File: src/rtl/kf8259_common_pkg.sv
// Shared types and helpers for the KF8259 interrupt sequencer: state encoding,
// circular priority rotation and lowest-index one-hot resolution.
package kf8259_common_pkg;

  typedef enum logic [1:0] {
    IDLE  = 2'd0,
    ACK1  = 2'd1,
    WAIT2 = 2'd2,
    ACK2  = 2'd3
  } sequencer_state_t;

  localparam logic [2:0] SPURIOUS_LEVEL = 3'd7;

  // Moves the highest-priority level (bottom+1) down to bit 0.
  function automatic logic [7:0] rotate_right(input logic [7:0] bits, input logic [2:0] bottom);
    logic [7:0] result;
    logic [2:0] src;
    result = 8'h00;
    for (int i = 0; i < 8; i++) begin
      src       = 3'(i) + bottom + 3'd1;
      result[i] = bits[src];
    end
    return result;
  endfunction

  function automatic logic [7:0] rotate_left(input logic [7:0] bits, input logic [2:0] bottom);
    logic [7:0] result;
    logic [2:0] dst;
    result = 8'h00;
    for (int i = 0; i < 8; i++) begin
      dst         = 3'(i) + bottom + 3'd1;
      result[dst] = bits[i];
    end
    return result;
  endfunction

  function automatic logic [7:0] resolve(input logic [7:0] bits);
    logic [7:0] result;
    logic       found;
    result = 8'h00;
    found  = 1'b0;
    for (int i = 0; i < 8; i++) begin
      if (bits[i] && !found) begin
        result[i] = 1'b1;
        found     = 1'b1;
      end else begin
        found     = found;
      end
    end
    return result;
  endfunction

endpackage

File: src/rtl/kf8259_rotating_priority_encoder.sv
// Picks the highest-priority set bit of an 8-bit vector under circular
// priority, where bottom is the lowest-priority level.
module kf8259_rotating_priority_encoder
  import kf8259_common_pkg::*;
(
  input  logic [7:0] request,
  input  logic [2:0] bottom,
  output logic       valid,
  output logic [2:0] level
);

  logic [7:0] one_hot_s;

  // Resolve in rotated space, then map the winner back to its real level.
  always_comb begin
    one_hot_s = rotate_left(resolve(rotate_right(request, bottom)), bottom);
    valid     = |request;
    level     = 3'd0;
    for (int i = 0; i < 8; i++) begin
      if (one_hot_s[i]) begin
        level = 3'(i);
      end else begin
        level = level;
      end
    end
  end

endmodule

File: src/rtl/kf8259_interrupt_sequencer.sv
// KF8259 priority resolver, INTA sequencer and in-service register owner.
// Optional feature: define KF8259_AUTO_EOI_EN to add the auto_eoi_config input.
module kf8259_interrupt_sequencer
  import kf8259_common_pkg::*;
#(
  parameter logic [2:0] RESET_BOTTOM_PRIORITY = 3'd7
) (
  input  logic       clock,
  input  logic       reset,
  input  logic [7:0] interrupt_request_register,
  input  logic [7:0] interrupt_mask,
  input  logic [4:0] vector_base,
  input  logic       interrupt_acknowledge_n,
  input  logic       eoi_strobe,
  input  logic       eoi_specific,
  input  logic       eoi_rotate,
  input  logic [2:0] eoi_level,
  input  logic       set_priority_strobe,
  input  logic [2:0] set_priority_level,
`ifdef KF8259_AUTO_EOI_EN
  input  logic       auto_eoi_config,
`endif
  output logic       freeze,
  output logic [7:0] clear_interrupt_request,
  output logic [7:0] in_service_register,
  output logic       interrupt,
  output logic [7:0] vector_out,
  output logic       vector_valid
);

  sequencer_state_t state_r, state_next_s;
  logic       inta_prev_r, falling_s, rising_s;
  logic [2:0] bottom_r, bottom_next_s, latched_level_r;
  logic       spurious_r;
  logic [7:0] isr_r, isr_next_s, set_mask_s, clear_mask_s, auto_clear_s;
  logic       freeze_r, freeze_next_s, vector_valid_r, vector_valid_next_s;
  logic       interrupt_r, interrupt_next_s;
  logic [7:0] clear_request_r, vector_out_r;
  logic       req_valid_s, isr_valid_s;
  logic [2:0] req_level_s, isr_level_s, req_rank_s, isr_rank_s;
  logic       capture_s, deliver_s, finish_s;

  kf8259_rotating_priority_encoder u_request_encoder (
    .request (interrupt_request_register & ~interrupt_mask),
    .bottom  (bottom_r),
    .valid   (req_valid_s),
    .level   (req_level_s)
  );

  kf8259_rotating_priority_encoder u_service_encoder (
    .request (isr_r),
    .bottom  (bottom_r),
    .valid   (isr_valid_s),
    .level   (isr_level_s)
  );

  assign falling_s = inta_prev_r & ~interrupt_acknowledge_n;
  assign rising_s  = ~inta_prev_r & interrupt_acknowledge_n;

  // State register.
  always_ff @(posedge clock or posedge reset) begin
    if (reset) state_r <= IDLE;
    else       state_r <= state_next_s;
  end

  // Next-state logic driven by INTA edges.
  always_comb begin
    state_next_s = state_r;
    case (state_r)
      IDLE:    if (falling_s) state_next_s = ACK1;  else state_next_s = IDLE;
      ACK1:    if (rising_s)  state_next_s = WAIT2; else state_next_s = ACK1;
      WAIT2:   if (falling_s) state_next_s = ACK2;  else state_next_s = WAIT2;
      ACK2:    if (rising_s)  state_next_s = IDLE;  else state_next_s = ACK2;
      default: state_next_s = IDLE;
    endcase
  end

  // Output, ISR and priority next-values; EOI clear is applied before the ISR set.
  always_comb begin
    capture_s = (state_r == IDLE)  && falling_s;
    deliver_s = (state_r == WAIT2) && falling_s;
    finish_s  = (state_r == ACK2)  && rising_s;
    req_rank_s = req_level_s - bottom_r - 3'd1;
    isr_rank_s = isr_level_s - bottom_r - 3'd1;
    freeze_next_s       = (state_next_s != IDLE);
    vector_valid_next_s = (state_next_s == ACK2);
    interrupt_next_s    = (state_next_s == IDLE) && req_valid_s &&
                          (!isr_valid_s || (req_rank_s < isr_rank_s));
`ifdef KF8259_AUTO_EOI_EN
    if (finish_s && auto_eoi_config && !spurious_r) auto_clear_s = 8'd1 << latched_level_r;
    else                                            auto_clear_s = 8'h00;
`else
    auto_clear_s = 8'h00;
`endif
    if (deliver_s && !spurious_r) set_mask_s = 8'd1 << latched_level_r;
    else                          set_mask_s = 8'h00;
    clear_mask_s  = auto_clear_s;
    bottom_next_s = bottom_r;
    if (eoi_strobe && eoi_specific) begin
      clear_mask_s = clear_mask_s | (8'd1 << eoi_level);
      if (eoi_rotate) bottom_next_s = eoi_level;
      else            bottom_next_s = bottom_r;
    end else if (eoi_strobe && isr_valid_s) begin
      clear_mask_s = clear_mask_s | (8'd1 << isr_level_s);
      if (eoi_rotate) bottom_next_s = isr_level_s;
      else            bottom_next_s = bottom_r;
    end else begin
      clear_mask_s = clear_mask_s;
    end
    if (set_priority_strobe) bottom_next_s = set_priority_level;
    else                     bottom_next_s = bottom_next_s;
    isr_next_s = (isr_r & ~clear_mask_s) | set_mask_s;
  end

  // Registered datapath and outputs.
  always_ff @(posedge clock or posedge reset) begin
    if (reset) begin
      inta_prev_r     <= 1'b1;
      bottom_r        <= RESET_BOTTOM_PRIORITY;
      latched_level_r <= 3'd0;
      spurious_r      <= 1'b0;
      isr_r           <= 8'h00;
      freeze_r        <= 1'b0;
      vector_valid_r  <= 1'b0;
      interrupt_r     <= 1'b0;
      clear_request_r <= 8'h00;
      vector_out_r    <= 8'h00;
    end else begin
      inta_prev_r     <= interrupt_acknowledge_n;
      bottom_r        <= bottom_next_s;
      isr_r           <= isr_next_s;
      freeze_r        <= freeze_next_s;
      vector_valid_r  <= vector_valid_next_s;
      interrupt_r     <= interrupt_next_s;
      clear_request_r <= set_mask_s;
      if (capture_s) begin
        latched_level_r <= req_valid_s ? req_level_s : SPURIOUS_LEVEL;
        spurious_r      <= ~req_valid_s;
      end
      if (deliver_s) vector_out_r <= {vector_base, latched_level_r};
    end
  end

  assign freeze                  = freeze_r;
  assign clear_interrupt_request = clear_request_r;
  assign in_service_register     = isr_r;
  assign interrupt               = interrupt_r;
  assign vector_out              = vector_out_r;
  assign vector_valid            = vector_valid_r;

endmodule

File: config.mk
export PLATFORM = sky130hd
export DESIGN_NAME = kf8259_interrupt_sequencer
export DESIGN_NICKNAME = d
export VERILOG_FILES = /design/src/rtl/kf8259_common_pkg.sv /design/src/rtl/kf8259_rotating_priority_encoder.sv /design/src/rtl/kf8259_interrupt_sequencer.sv
export SDC_FILE = /design/constraint.sdc
export NUM_CORES = 1
export LEC_CHECK = 0
export BUFFER_PORTS_ARGS = -buffer_cell sky130_fd_sc_hd__buf_2
export CELL_PAD_IN_SITES_DETAIL_PLACEMENT = 0
export CELL_PAD_IN_SITES_GLOBAL_PLACEMENT = 1
export CORE_MARGIN = 3
export CORE_UTILIZATION = 38
export DETAILED_ROUTE_END_ITERATION = 10
export PLACE_DENSITY_LB_ADDON = 0.15
export SETUP_SLACK_MARGIN = 0.1
export SLEW_MARGIN = 20
export SYNTH_ARGS = -nofsm -noshare
export SYNTH_HDL_FRONTEND = slang
export SYNTH_SLANG_ARGS = --single-unit
File: constraint.sdc
create_clock -name clock -period 10.3 [get_ports clock]
set_clock_uncertainty 0.05 [all_clocks]
set_input_delay 0.515 -clock clock [delete_from_list [all_inputs] [get_ports clock]]
set_output_delay 0.515 -clock clock [all_outputs]
set_load 0.05 [all_outputs]
Yosys cells after proc, flatten, opt, wreduce, memory -nomap -nowiden
Index checks and enable logic that the tools add are counted.
W data, S select, Z words.
{ "word_totals": {"ff_bits": 37, "elab_cells": 238} }
{ "classes": {"add_sub_neg": 18, "order_cmp": 17, "eq_ne": 6, "shift": 3, "n_mux": 118, "bitwise_logic": 12, "n_reduce_logical": 53} }
{ "ops": {"columns": ["cell", "count"], "rows": [
  ["$bwmux W8", 14],
  ["$mux W1", 56],
  ["$bmux W1 S3", 16],
  ["$mux W3", 14],
  ["$and A8 B8 Y8", 4],
  ["$lt A3 B4 Y1 const B", 8],
  ["$logic_and A1 B1 Y1", 29],
  ["$add A3 B1 Y3 const B", 8],
  ["$demux W1 S3", 8],
  ["$ge A3 B1 Y1 const B", 8],
  ["$mux W8", 3],
  ["$shl A1 B3 Y8 const A", 3],
  ["$logic_not A1 Y1", 16],
  ["$not A8 Y8", 2],
  ["$reduce_or A8 Y1", 2],
  ["$add A3 B3 Y3 const A", 4],
  ["$mux W2", 6],
  ["$or A8 B8 Y8", 1],
  ["$pmux W2 S4", 1],
  ["$add A2 B3 Y3 const A", 2],
  ["$eq A2 B2 Y1 const B", 3],
  ["$ne A3 B3 Y1 const B", 2],
  ["$sub A3 B1 Y3 const B", 2],
  ["$sub A3 B3 Y3", 2],
  ["other kinds (9)", 13]
]} }

Longest topological paths before layout
{ "depth": {"depth_word": 39, "mapped_depth": 25, "ltp_nobuf": 18} }

Cells and area by module
From an unflattened synthesis, not the netlist that was laid out.
{ "unflattened": {"cells_unflattened": 515, "area_unflattened_um2": 4809.6} }
{ "modules_own_cells": {"columns": ["module", "instances", "cells_each", "area_each_um2"], "rows": [
  ["kf8259_rotating_priority_encoder", 2, 178, 1448.9],
  ["kf8259_interrupt_sequencer", 1, 159, 1911.8]
]} }

Worst setup path before layout
Ideal clock, no wire load.
{ "synth_timing": {"path_kind": "register -> register", "startpoint": "reg bottom_r[1]", "endpoint": "reg interrupt_r, in the netlist interrupt", "setup_ns": 0.094, "arrival_ns": 5.426, "setup_slack_ns": 4.730, "path_stages_with_launch": 22, "n_path_buf": 3, "synth_period_minus_slack_ns": 5.570, "path_cell_list": "dfstp_2 -> clkbuf_1 -> inv_1 -> ha_1 -> buf_4 -> xor2_2 -> mux4_2 -> mux2i_2 -> or4b_1 -> buf_2 -> nor3_1 -> or3_1 -> a221oi_2 -> and4bb_1 -> nand2_1 -> ha_1 -> fa_1 -> xor2_1 -> xnor2_1 -> ha_1 -> a21o_1 -> a211oi_1"} }
{ "synth_between": {"elab_chain_cells": 38} }
{ "synth_lines": {"columns": ["item", "line", "source"], "rows": [
  ["start, declared", "kf8259_interrupt_sequencer.sv:33", "logic [2:0] bottom_r, bottom_next_s, latched_level_r;"],
  ["start signal, assigned", "kf8259_interrupt_sequencer.sv:130", "bottom_r <= bottom_next_s;"],
  ["branches (longest 35 deep; another with $add A3 B1 Y3)", null, null],
  ["$lt A3 B3 Y1 (*)", "kf8259_interrupt_sequencer.sv:88", "(!isr_valid_s || (req_rank_s < isr_rank_s));"],
  ["$logic_or A1 B1 Y1 (*)", "kf8259_interrupt_sequencer.sv:88", null],
  ["$logic_and A1 B1 Y1 (*)", "kf8259_interrupt_sequencer.sv:87", "interrupt_next_s = (state_next_s == IDLE) && req_valid_s &&"],
  ["named net interrupt_next_s", "kf8259_interrupt_sequencer.sv:37", "logic interrupt_r, interrupt_next_s;"],
  ["end signal, assigned", "kf8259_interrupt_sequencer.sv:134", "interrupt_r <= interrupt_next_s;"],
  ["end, declared", "kf8259_interrupt_sequencer.sv:37", null]
]} }
Mark *: on every way through the listed nets, which the timed path passes. The select of a mux whose other input is x is not followed.
A chain may end at the register's enable or synchronous reset.

Worst setup path in the final report
Same ends and word-level chain as after synthesis.

==> flow_metrics.tcl <==
set metrics [dict create \
    status "finished, final reports clean" \
    ys_warn_count 0 \
    grt_max_degree 47 \
    grt_pass1_vias 5022 \
    tritoncts "yes" \
    die_h_um 118 \
    post-route-util_pct 43.8 \
    cpPeakStageDelay_ns 0.76 \
    htreeDepth 2 \
    antenna_found_initial 0 \
    min_path_type "primary input to asynchronous set/reset pin" \
    place_hpwl_um 13400 \
    routed.top_layer "met4" \
    holdBufCountCts 0 \
    yosysMostFrequentCell "nand2_1" \
    fin_crit_ns 6.65 \
    syn_to_final_growth_pct 11.0 \
    initial_utilization_pct 39.5 \
    yosys.area.top_type "dfrtp_1" \
    rsz0062_at_grt "false" \
    ys_seq_elements 37 \
    wl_met3_um 1350 \
    clock_path_buffers 2 \
    hold_viol 0 \
    rows 40 \
    clockRootBuffer "clkbuf_16" \
    via_per_inst 6.54 \
    grt_overflow 0 \
    synth.area.top_cells "dfrtp_1, mux4_2, mux2_2" \
    ant_nets 0 \
    cp_data_arrival_time_ns 6.79 \
    syn_area_sq_um 4800 \
    fillCellCount 1247 \
    ys.flop_type "dfrtp_1" \
    cts_buffers 5 \
    fin_crit_sh_pct 64.6 \
    drive_above_1_share_pct 23.1 \
    drt_first_pass_iters 5 \
    pwr_density_cell_nw_per_um2 408 \
    power.leakage_nw 2.14 \
    crit_type "flip-flop to flip-flop" \
    syn_avg_cell_area_sq_um 8.46 \
    path_clk_slew_ns 0.06 \
    wl_per_cell_um 23.2 \
    tightest_slew_ns 0.938 \
    synthesis.nets 615 \
    die_w_um 118 \
    clock.fmax_ghz 0.150 \
    crit_slowest_cell "dfstp_2" \
    cp-start-kind "flip-flop" \
    diodes 0 \
    fin_setup_tns_ns 0 \
    wl_met1_um 7790 \
    yosysSeqAreaShare_pct 19.4 \
    dieArea_sq_um 14000 \
    nets 648 \
    synth_cell_type_count 93 \
    drt_iter0_markers 667 \
    finalSetupViolations 0 \
    cap_violations 0 \
    drcViolationCount 0 \
    synthTopCellsByCount "nand2_1, nor2_1, dfrtp_1" \
    post_cts_buffers 0 \
    place_congestion 0.925 \
    grt_pass1_wl_um 28200 \
    worstSetupEndpointType "flip-flop" \
    clock-sinks 37 \
    core_area_sq_um 12200 \
    maxSlewViolCount 0 \
    crit_chain "inv_1 -> ha_1 -> buf_4 -> mux2_4 -> or4_1 -> o211ai_1 -> o2111ai_2 -> nor2_1 -> a211oi_1 -> o22a_1 -> o21ai_0 -> nand2b_1 -> fa_1 -> xor2_1 -> xnor2_1 -> ha_1 -> a21o_1 -> a211oi_1" \
    worstPathMaxFanout 35 \
    io_buffers 60 \
    clk_latency_ns 0.28 \
    crit_family "compound AO/OA/AOI/OAI gates" \
    wl_um 17800 \
    required_ns 10.43 \
    ir_worst_vdd_v 0.000166 \
    wl_met2_um 8020 \
    synthArstFlopShare_pct 100 \
    synth_top_area_share_pct 17.2 \
    vias 5033 \
    crit_buf_inv 2 \
    syn_inst 568 \
    cts_resized 0 \
    synth-edff-count 0 \
    track_usage_pct 25.1 \
    max_slew_margin_pct 36.6 \
    io_pins 61 \
]
-- metal layers --
layer  global-route usage [%]  vias to the layer above
li1                         -                     2253
met1                     34.7                     2452
met2                     38.7                      279
met3                     4.26                       49
met4                     11.1                        0
met5                        0                        -
-- power by group --
part / internal (mW) / switching, mW / leakage, nW
clock network: 0.0962 / 0.0604 / 0.0768
logic: 0.647 / 1.07 / 1.60
registers: 0.194 / 0.102 / 0.463
-- layout by cell type (no fill, tap or decap), types with 20 or more instances in the layout --
cell type,instances
a21oi_1,25
buf_2,60
dfrtp_1,33
mux2_2,20
mux2i_1,21
mux4_2,21
nand2_1,55
nor2_1,54
nor3_1,20
o21ai_0,27
-- kinds of logic after synthesis --
logic type	share of synthesized area, %
multiplexers	20.1
adder cells (fa/ha/maj)	3.91
flip-flops	19.4
buffers and inverters	5.03
AO/OA/AOI/OAI	22.2
XOR/XNOR	3.23
AND/OR/NAND/NOR	26.2
-- metrics by stage --
stage	total power, mW	hold WS (ns)	instance area [sq um]	instances	setup WS (ns)
6_report	2.17	0.282	5330	770	3.65
5_1_grt	2.35	0.329	5330	770	3.21
4_1_cts	2.16	0.296	5320	770	3.65
3_5_place_dp	1.98	0.441	5170	762	3.72
3_3_place_gp	1.98	0.437	5170	762	3.93
2_1_floorplan	1.57	0.436	4800	568	4.73
-- state kept, by name (all words and copies together) (netlist names) --
register,cells
clear_interrupt_request,8
in_service_register,8
vector_out,8
bottom_r,3
latched_level_r,3
state_r,2
freeze,1
inta_prev_r,1
interrupt,1
spurious_r,1
vector_valid,1
-- worst reg2reg max path: stages, from the launching register on --
cell	delay (ns)
dfstp_2	0.76
inv_1	0.30
ha_1	0.67
buf_4	0.47
mux2_4	0.37
or4_1	0.47
o211ai_1	0.28
o2111ai_2	0.40
nor2_1	0.52
a211oi_1	0.18
o22a_1	0.29
o21ai_0	0.18
nand2b_1	0.17
fa_1	0.42
xor2_1	0.16
xnor2_1	0.19
ha_1	0.26
a21o_1	0.16
a211oi_1	0.24
-- layout make-up --
| class | count | area, sq um | share of cell area [%] |
|---|---|---|---|
| clock buffer | 6 | 139 | 2.61 |
| clock inverter | 2 | 13.8 | 0.258 |
| inverter | 14 | 52.6 | 0.986 |
| multi-input combinational | 478 | 3650 | 68.4 |
| sequential | 37 | 931 | 17.5 |
| tap | 168 | 210 | 3.94 |
| timing repair buffer | 65 | 338 | 6.34 |
-- worst paths after layout --
kind	from	to	slack, ns	cells after the start
hold / removal	reset	vector_out[7]$_DFFE_PP0P_	0.28	3
setup reg to reg	bottom_r[1]$_DFFE_PP1P_	interrupt$_DFF_PP0_	3.65	18
max in group asynchronous	reset	bottom_r[0]$_DFFE_PP1P_	9.56	3
hold reg to reg	vector_out[7]$_DFFE_PP0P_	vector_out[7]$_DFFE_PP0P_	0.46	1
min in group clock	interrupt_acknowledge_n	inta_prev_r$_DFF_PP1_	0.33	1
setup / recovery	bottom_r[1]$_DFFE_PP1P_	interrupt$_DFF_PP0_	3.65	18
Power figures use the tool's default switching activity.
